## config.mk

```make
export PLATFORM = sky130hd
export DESIGN_NAME = lane_mask_combiner
export DESIGN_NICKNAME = d
export VERILOG_FILES = /design/src/rtl/lane_mask_combiner.sv
export SDC_FILE = /design/constraint.sdc
export NUM_CORES = 1
export LEC_CHECK = 0
export BUFFER_PORTS_ARGS = -buffer_cell sky130_fd_sc_hd__clkbuf_2
export CORE_MARGIN = 4
export CORE_UTILIZATION = 25
export DETAILED_ROUTE_END_ITERATION = 10
export PLACE_DENSITY = 0.4
export SLEW_MARGIN = 20
export SYNTH_ARGS = -nofsm -noshare
export SYNTH_HDL_FRONTEND = slang
export SYNTH_SLANG_ARGS = --single-unit
```

## constraint.sdc

```tcl
create_clock -name clk -period 6.2 [get_ports clk]
set_clock_uncertainty 0.2 [all_clocks]
set_input_delay 0 -clock clk [delete_from_list [all_inputs] [get_ports clk]]
set_output_delay 0 -clock clk [all_outputs]
set_load 0.05 [all_outputs]
```

## src/rtl/lane_mask_combiner.sv

```systemverilog
// Lane-masking stage: per-source compare FIFOs feed a configurable LF/HF combine
// that zeroes real or complex lanes of each data beat, with frame-locked config.
module lane_mask_combiner #(
  parameter int NUM_LANES  = 8,
  parameter int LANE_WIDTH = 16,
  parameter int FIFO_DEPTH = 8,
  parameter int CNT_WIDTH  = 16
) (
  input  logic                            clk,
  input  logic                            rst_n,
  input  logic                            i_switch,
  input  logic [1:0]                      i_config_mode,
  input  logic [NUM_LANES-1:0]            i_lf_cmp,
  input  logic                            i_lf_valid,
  input  logic [NUM_LANES-1:0]            i_hf_cmp,
  input  logic                            i_hf_valid,
  input  logic [NUM_LANES*LANE_WIDTH-1:0] i_x0,
  input  logic                            i_x0_valid,
  input  logic                            i_sof,
  input  logic                            i_clr_err,
  output logic [NUM_LANES*LANE_WIDTH-1:0] o_y0,
  output logic                            o_y0_valid,
  output logic                            o_y0_sof,
  output logic [NUM_LANES-1:0]            o_lane_keep,
  output logic [CNT_WIDTH-1:0]            o_keep_cnt,
  output logic                            o_ovf,
  output logic                            o_unf
);

  localparam int HALF = NUM_LANES / 2;
  localparam int AW   = $clog2(FIFO_DEPTH);
  localparam int BCW  = $clog2(NUM_LANES + 1);
  localparam int SW   = ((CNT_WIDTH > BCW) ? CNT_WIDTH : BCW) + 1;
  localparam int DW   = NUM_LANES * LANE_WIDTH;

  function automatic logic [BCW-1:0] popcount(input logic [NUM_LANES-1:0] v);
    logic [BCW-1:0] n;
    n = '0;
    for (int k = 0; k < NUM_LANES; k++) n = n + BCW'(v[k]);
    return n;
  endfunction

  logic                 real_q, cfg_seen_q;
  logic [1:0]           comb_q;
  logic                 sof_beat, eff_real;
  logic [1:0]           eff_comb;

  // Index 0 is the LF FIFO, index 1 the HF FIFO.
  logic [AW:0]          wr_ptr [2];
  logic [AW:0]          rd_ptr [2];
  logic [NUM_LANES-1:0] mem    [2][FIFO_DEPTH];
  logic [1:0]           push_req, pop_req, hold, empty, full;
  logic [1:0]           pop_ok, push_ok, ovf_evt, unf_evt;
  logic [NUM_LANES-1:0] lf_v, hf_v, c, keep, keep_cplx;
  logic [BCW-1:0]       beat_cnt;

  logic                 s1_valid, s1_sof;
  logic [DW-1:0]        s1_data;
  logic [NUM_LANES-1:0] s1_keep;
  logic [BCW-1:0]       s1_cnt;
  logic [DW-1:0]        y_next;
  logic [SW-1:0]        cnt_sum;
  logic [CNT_WIDTH-1:0] cnt_next;

  // Until the first SOF has been seen, the live configuration inputs steer the datapath.
  always_comb begin
    sof_beat = i_x0_valid & i_sof;
    eff_real = (sof_beat || !cfg_seen_q) ? i_switch      : real_q;
    eff_comb = (sof_beat || !cfg_seen_q) ? i_config_mode : comb_q;
    hold     = {eff_comb == 2'b10, eff_comb == 2'b11};
    push_req = {i_hf_valid, i_lf_valid};
    pop_req  = {i_x0_valid & ~hold[1], i_x0_valid & ~hold[0]};
    for (int i = 0; i < 2; i++) begin
      empty[i]   = (wr_ptr[i] == rd_ptr[i]);
      full[i]    = (wr_ptr[i][AW] != rd_ptr[i][AW]) &&
                   (wr_ptr[i][AW-1:0] == rd_ptr[i][AW-1:0]);
      pop_ok[i]  = pop_req[i] & ~empty[i];
      unf_evt[i] = pop_req[i] & empty[i];
      push_ok[i] = push_req[i] & ~hold[i] & (~full[i] | pop_ok[i]);
      ovf_evt[i] = push_req[i] & ~hold[i] & full[i] & ~pop_ok[i];
    end
    lf_v = pop_ok[0] ? mem[0][rd_ptr[0][AW-1:0]] : '0;
    hf_v = pop_ok[1] ? mem[1][rd_ptr[1][AW-1:0]] : '0;
    case (eff_comb)
      2'b00:   c = lf_v & hf_v;
      2'b01:   c = lf_v | hf_v;
      2'b10:   c = lf_v;
      default: c = hf_v;
    endcase
    keep_cplx = '0;
    for (int j = 0; j < HALF; j++) begin
      keep_cplx[2*j]   = c[j];
      keep_cplx[2*j+1] = c[j];
    end
    keep     = eff_real ? c : keep_cplx;
    beat_cnt = eff_real ? popcount(keep) : popcount({{(NUM_LANES-HALF){1'b0}}, c[HALF-1:0]});
  end

  always_ff @(posedge clk or negedge rst_n) begin
    if (!rst_n) begin
      real_q     <= 1'b1;
      comb_q     <= 2'b00;
      cfg_seen_q <= 1'b0;
    end else if (sof_beat) begin
      real_q     <= i_switch;
      comb_q     <= i_config_mode;
      cfg_seen_q <= 1'b1;
    end
  end

  // A held FIFO is kept empty by snapping its read pointer to its write pointer.
  always_ff @(posedge clk or negedge rst_n) begin
    if (!rst_n) begin
      for (int i = 0; i < 2; i++) begin
        wr_ptr[i] <= '0;
        rd_ptr[i] <= '0;
      end
    end else begin
      for (int i = 0; i < 2; i++) begin
        if (hold[i]) begin
          rd_ptr[i] <= wr_ptr[i];
        end else begin
          if (push_ok[i]) wr_ptr[i] <= wr_ptr[i] + (AW+1)'(1);
          if (pop_ok[i])  rd_ptr[i] <= rd_ptr[i] + (AW+1)'(1);
        end
      end
    end
  end

  always_ff @(posedge clk) begin
    for (int i = 0; i < 2; i++)
      if (push_ok[i]) mem[i][wr_ptr[i][AW-1:0]] <= (i == 0) ? i_lf_cmp : i_hf_cmp;
  end

  always_ff @(posedge clk or negedge rst_n) begin
    if (!rst_n) begin
      s1_valid <= 1'b0;
      s1_sof   <= 1'b0;
      s1_data  <= '0;
      s1_keep  <= '0;
      s1_cnt   <= '0;
    end else begin
      s1_valid <= i_x0_valid;
      s1_sof   <= sof_beat;
      if (i_x0_valid) begin
        s1_data <= i_x0;
        s1_keep <= keep;
        s1_cnt  <= beat_cnt;
      end
    end
  end

  always_comb begin
    for (int k = 0; k < NUM_LANES; k++)
      y_next[k*LANE_WIDTH +: LANE_WIDTH] = s1_keep[k] ? s1_data[k*LANE_WIDTH +: LANE_WIDTH] : '0;
    cnt_sum  = (s1_sof ? '0 : SW'(o_keep_cnt)) + SW'(s1_cnt);
    cnt_next = (|cnt_sum[SW-1:CNT_WIDTH]) ? '1 : cnt_sum[CNT_WIDTH-1:0];
  end

  always_ff @(posedge clk or negedge rst_n) begin
    if (!rst_n) begin
      o_y0        <= '0;
      o_y0_valid  <= 1'b0;
      o_y0_sof    <= 1'b0;
      o_lane_keep <= '0;
      o_keep_cnt  <= '0;
      o_ovf       <= 1'b0;
      o_unf       <= 1'b0;
    end else begin
      o_y0_valid <= s1_valid;
      o_y0_sof   <= s1_valid & s1_sof;
      if (s1_valid) begin
        o_y0        <= y_next;
        o_lane_keep <= s1_keep;
        o_keep_cnt  <= cnt_next;
      end
      o_ovf <= (|ovf_evt) ? 1'b1 : (i_clr_err ? 1'b0 : o_ovf);
      o_unf <= (|unf_evt) ? 1'b1 : (i_clr_err ? 1'b0 : o_unf);
    end
  end

endmodule
```

-- After elaboration in Yosys (flattened, before gate mapping)
Memories as Yosys holds them, arrays and structs flattened.
Cells that the tools add are included.
- register bits after elaboration: 318
- bits in latches: 0
- RAM bits: 128
- bits in read-only memories: 0
- output and inout bits: 156
- word-level logic and storage cells: 135
- memories kept: 1
- memories (memory ; words ; bits a word ; read ports ; clocked after Yosys merged registers in ; write ports ; RTL line ; source):
    mem ; 2 ; 64 ; 2 ; 0 ; 2 ; 51 ; logic [NUM_LANES-1:0] mem [2][FIFO_DEPTH];
- $add $sub $neg: 15
- multiply operators: 0
- div/mod/pow operators: 0
- $lt $le $gt $ge: 6
- equality and inequality tests: 9
- shifts and indexed selects: 0
- muxes and demuxes: 38
- bitwise logic cells: 32
- reduce and logical (&&, ||, !) cells: 15
- operators with widths (kind ; count):
    16-bit 2-to-1 mux ; 10
    64-bit 2-to-1 mux ; 2
    8-bit 2-to-1 mux ; 9
    8-bit binary-select mux with 3-bit select ; 2
    8-bit demux with 3-bit select ; 2
    8-bit case mux with 3 select lines ; 1
    4-bit 2-to-1 mux ; 5
    16-bit by 4-bit adder with 17-bit output ; 1
    4-bit by 1-bit adder with 4-bit output ; 4
    4-bit by 1-bit adder with 4-bit output, second input constant ; 4
    1-bit AND ; 16
    4-bit >= comparator, second input constant ; 4
    3-bit NOT with 4-bit output ; 4
    3-bit by 1-bit adder with 4-bit output ; 2
    8-bit AND ; 1
    4-bit equality test ; 2
    4-bit by 1-bit less-than comparator with 1-bit output, second input constant ; 2
    1-bit NOT ; 8
    8-bit bitwise OR ; 1
    2-bit nonzero test ; 4
    2-bit by 1-bit adder with 3-bit output ; 2
    3-bit equality test ; 2
    1-bit 2-to-1 mux ; 6
    1-bit by 1-bit adder with 2-bit output ; 2
    11 further kinds ; 19

-- Depth between registers and ports, before layout
- depth after elaboration: 19
- depth in mapped cells: 19
- gate-level depth less buffers: 16

-- Least setup slack after synthesis
Ideal clock, no wire load.
- path kind: flip-flop to flip-flop
- start point: register rd_ptr[1] (netlist name)
- end point: register s1_cnt[2]
- arrival: 4152 ps
- path slack: 1711 ps
- cell stages (with the launch flop): 19
- buffers on the path: 2
- path through: dfrtp_1 > buf_6 > xor2_1 > o41ai_4 > or2_0 > buf_2 > o22ai_1 > mux2i_1 > fa_1 > fa_1 > fa_1 > inv_1 > ha_1 > inv_1 > fa_1 > xor2_1 > nor2_1 > a21oi_1 > a21oi_1
- word-level cells in the longest chain between the ends: 16
- RTL lines (what ; RTL line ; source):
    from (decl) ; 50 ; logic [AW:0] rd_ptr [2];
    from (signal, indexed assignment) ; 121 ; rd_ptr[i] <= wr_ptr[i];
    from (signal, indexed assignment) ; 124 ; if (pop_ok[i]) rd_ptr[i] <= rd_ptr[i] + (AW+1)'(1);
    3-bit NOT with 4-bit output (implied by the code) ; 83 ; hf_v = pop_ok[1] ? mem[1][rd_ptr[1][AW-1:0]] : '0;
    8-bit binary-select mux with 3-bit select ; 83 ;
    8-bit 2-to-1 mux (implied by the code) (2 in series) ; 83 ;
    8-bit 2-to-1 mux (*) ; 83 ;
    8-bit bitwise OR / 8-bit AND (equally long branches) ; 86, 85 ;
    8-bit case mux with 3 select lines (*) ; 84 ; case (eff_comb)
    8-bit 2-to-1 mux ; 95 ; keep = eff_real ? c : keep_cplx;
    1-bit by 1-bit adder with 2-bit output ; 39 ; for (int k = 0; k < NUM_LANES; k++) n = n + BCW'(v[k]);
    2-bit by 1-bit adder with 3-bit output ; 39 ;
    3-bit by 1-bit adder with 4-bit output ; 39 ;
    4-bit by 1-bit adder with 4-bit output (4 in series) ; 39 ;
    4-bit 2-to-1 mux (*) ; 96 ; beat_cnt = eff_real ? popcount(keep) : popcount({{(NUM_LANES-HALF){1'b0}}, c[HALF-1:0]});
    to (signal assigned) ; 148 ; s1_cnt <= beat_cnt;
    to (decl) ; 60 ; logic [BCW-1:0] s1_cnt;
Every way passes the cells marked *; elsewhere a longest branch is shown, timed or not. The select of a mux whose other input is x is not followed.
A chain may end at the register's enable or synchronous reset.

-- Worst setup path after layout
- start point: register wr_ptr[1] (netlist name)
- end point: register s1_cnt[2]
- word-level cells in the longest chain between the ends: 15
- RTL lines (what ; RTL line ; source):
    from (decl) ; 49 ; logic [AW:0] wr_ptr [2];
    from (signal, indexed assignment) ; 123 ; if (push_ok[i]) wr_ptr[i] <= wr_ptr[i] + (AW+1)'(1);
    4-bit equality test (*) ; 74 ; empty[i] = (wr_ptr[i] == rd_ptr[i]);
    1-bit NOT (*) ; 77 ; pop_ok[i] = pop_req[i] & ~empty[i];
    1-bit AND (*) ; 77 ;
    8-bit 2-to-1 mux (*) ; 83 ;
    8-bit bitwise OR / 8-bit AND (equally long branches) ; 86, 85 ;
    8-bit case mux with 3 select lines (*) ; 84 ;
    8-bit 2-to-1 mux ; 95 ;
    1-bit by 1-bit adder with 2-bit output ; 39 ;
    2-bit by 1-bit adder with 3-bit output ; 39 ;
    3-bit by 1-bit adder with 4-bit output ; 39 ;
    4-bit by 1-bit adder with 4-bit output (4 in series) ; 39 ;
    4-bit 2-to-1 mux (*) ; 96 ;
Every way passes the cells marked *; elsewhere a longest branch is shown, timed or not.

==> results.json <==
{
  "status": "complete, no violations",
  "synth_top_cells_by_count": "dfrtp_1, inv_1, o21ai_0",
  "post_drt_wl_per_cell_um": 17.36,
  "fp.coreArea_mm2": 0.07321,
  "ctsHtreeMaxLevel": 2,
  "die-area_mm2": 0.07853,
  "vdd_drop_max_uv": 223.7,
  "synth_mux_area_share_pct": 13.76,
  "synth_most_common_cell": "dfrtp_1",
  "synth_top_cell_by_area": "dfrtp_1",
  "die-height_um": 280.2,
  "finalSetupTns_ns": 0,
  "cts_root_buffer": "clkbuf_16",
  "ys_warn_count": 0,
  "nFillCells": 7260,
  "antenna_found_initial": 5,
  "grt_pass1_vias": 13770,
  "syn_area_mm2": 0.01853,
  "whs_path_depth": 3,
  "start_util_pct": 25.31,
  "syn_inst": 1426,
  "grt_use_total_pct": 13.17,
  "r2r_slack_ns": 1.02,
  "grt_pass1_wl_um": 81530,
  "cts_buffer_depth": 3,
  "critical_path_peak_fanout": 12,
  "async_flop_share_pct": 71.30,
  "hold_path.class": "input pin to flop",
  "cts_tree": "done",
  "clock_sinks": 446,
  "rr_startpoint": "wr_ptr[1]",
  "synth_area_leaders": "dfrtp_1, edfxtp_1, mux2_2",
  "synth_top_family_by_area": "multiplexers",
  "ys_ff_latch": 446,
  "synthFlopType": "dfrtp_1",
  "drt_wl_total_um": 52580,
  "p_leak_nw": 11.04,
  "worst-setup-path-type": "flop to flop",
  "fmax_mhz": 193.0,
  "end_kind": "flop",
  "final_util_pct": 35.72,
  "die_x_um": 280.2,
  "drc": 0,
  "r2r_cells": 17,
  "area_delta_synth_final_pct": 41.15,
  "synth_adder_area_share_pct": 1.526,
  "post_drt_via_cell_ratio": 4.321,
  "dr.first_iter.drc_count": 621,
  "syn_nets": 1599,
  "rsz0062_at_grt": "false",
  "start_kind": "flop",
  "synth_edf_count": 128,
  "cp.arrival_ns": 5.41,
  "place_ws_ns": 1.054,
  "yosysSeqAreaShare_pct": 63.71,
  "min_period_over_period_pct": 83.56,
  "postRouteAntennaNets": 0,
  "dpl.hpwl_um": 34000,
  "gp_congestion": 0.7610,
  "nets": 2193,
  "worst-slew-pin-transition_ns": 0.9925,
  "report.final.setup_viol": 0,
  "worstPathRequired_ns": 6.43,
  "holdPathEnd": "s1_data[24]",
  "synth_cell_types": 72,
  "first_pass_iters": 4,
  "setup_slack_ns": 1.019,
  "synth-xor-area-share_pct": 1.182,
  "cap_viol_max_count": 0,
  "grt_max_degree": 202,
  "clock_latency_ns": 0.59,
  "hold_violations": 0,
  "power.density_mw_per_mm2": 426.4,
  "layout-drive-gt1-share_pct": 30.02,
  "rows": 99,
  "io_buffers": 309,
  "worstReg2RegEnd": "s1_cnt[2]",
  "clkTransAtPathRegs_ns": 0.06,
  "min_from": "i_x0[24]",
  "postSynthAreaPerCell_um2": 12.99,
  "vias": 13090,
  "yosysTopAreaCellShare_pct": 42.82,
  "synth-simple-area-share_pct": 6.963,
  "grt_overflow": 0,
  "cts_buffers": 53,
  "ios": 310,
  "postCtsSetupBuffers": 0,
  "final_max_slew_viol_count": 0,
  "max_slew_margin_pct": 33.59,
  "synth_compound_area_share_pct": 7.577,
  "period_minus_slack_ns": 5.181
}
==> critical path: stages (launching register included) <==
cell and delay (ns):
dfrtp_1 0.55, xor2_1 0.20, o41ai_4 0.53, buf_4 0.26
or2_0 0.33, o22ai_1 0.24, mux2i_1 0.28, fa_1 0.47
fa_1 0.55, fa_1 0.41, inv_1 0.06, ha_1 0.15
inv_1 0.05, fa_1 0.36, xor2_1 0.13, nor2_1 0.05
a21oi_1 0.12, a21oi_1 0.08
==> final cells by class <==
type | instances | area (um2) | share of cell area (%)
sequential | 446 | 11810 | 45.15
multi-input combinational | 733 | 5788 | 22.13
timing repair buffer | 628 | 4756 | 18.19
clock buffer | 68 | 1453 | 5.555
tap | 959 | 1200 | 4.589
inverter | 158 | 593.1 | 2.268
clock inverter | 32 | 544.3 | 2.081
antenna | 4 | 10.01 | 0.03828
==> metal layers <==
| layer | GRT usage, % | wire length (um) | up-vias |
|---|---|---|---|
| met2 | 21.94 | 25030 | 258 |
| met4 | 4.509 | 1639 | 0 |
| met5 | 0 | 0 | - |
| met3 | 2.488 | 2640 | 88 |
| met1 | 17.31 | 23270 | 6503 |
| li1 | - | - | 6236 |
==> layout by cell type (no fill, tap or decap), types with 6 or more instances in the layout <==
cell             n
dfrtp_1        316
clkbuf_2       307
dlygate4sd3_1  301
inv_1          156
o21ai_0        149
mux2_2         147
nand3_1        137
edfxtp_1       128
clkbuf_16       53
nor2_1          38
nand2_1         35
mux4_2          32
mux2i_1         16
buf_4           15
xor2_1          14
a21oi_1         14
ha_1            13
bufinv_16       13
xnor2_1         11
nand2b_1        11
a31oi_1         11
nor3_2           8
clkbuf_1         8
clkbuf_8         7
nor2b_1          6
fa_1             6
clkinv_4         6
==> state kept, by name, indices dropped and copies added (netlist names) <==
register     flops
s1_data        128
o_y0_valid       1
rd_ptr           8
o_keep_cnt      16
real_q           1
s1_valid         1
wr_ptr           8
o_ovf            1
cfg_seen_q       1
o_lane_keep      8
o_y0_sof         1
comb_q           2
s1_sof           1
s1_keep          8
o_unf            1
mem            128
o_y0           128
s1_cnt           4
==> cell families after synthesis <==
| kind of cell | Yosys count |
|---|---|
| AOI/OAI and AO/OA | 230 |
| xor gates and xnor gates | 25 |
| adders and majority gates | 19 |
| buffers and inverters | 247 |
| DFF | 446 |
| muxes | 196 |
| and+or+nand+nor | 263 |
==> worst max-delay path by stage <==
stage	from	endpoint	slack, ns	cells after the start
5_1_grt	wr_ptr[1]	s1_cnt[2]	0.56	17
3_3_place_gp	cfg_seen_q	s1_cnt[2]	1.10	16
2_1_floorplan	rd_ptr[1]	s1_cnt[2]	1.71	18
3_5_place_dp	wr_ptr[1]	s1_cnt[2]	1.05	17
4_1_cts	wr_ptr[1]	s1_cnt[2]	1.02	17
6_report	wr_ptr[1]	s1_cnt[2]	1.02	17
==> power breakdown <==
part,internal [mW],leakage [nW],switching (mW)
sequential,3.58,5.11,0.544
clock,2.21,0.962,1.29
combinational,1.24,4.96,2.28
total,7.03,11.0,4.12
==> timing repair <==
action	CTS	global route
endpoints found under the setup margin	0	0
hold buffers	302	0
gates resized for setup	0	0
endpoints found under the hold margin	449	0
==> metrics by stage <==
stage               instances  power [mW]  hold WS (ns)  cell area (um2)
detailed placement       2622       7.607      -0.08176            21100
global placement         2622       7.580      -0.08822            21100
floorplan                1426       6.497       -0.4956            18530
finish                   3028       11.15       0.03916            26150
global route             3027       11.83      0.009209            26150
CTS                      3024       11.38      0.001915            26140
Note: power is estimated with default switching activity, not from simulation.
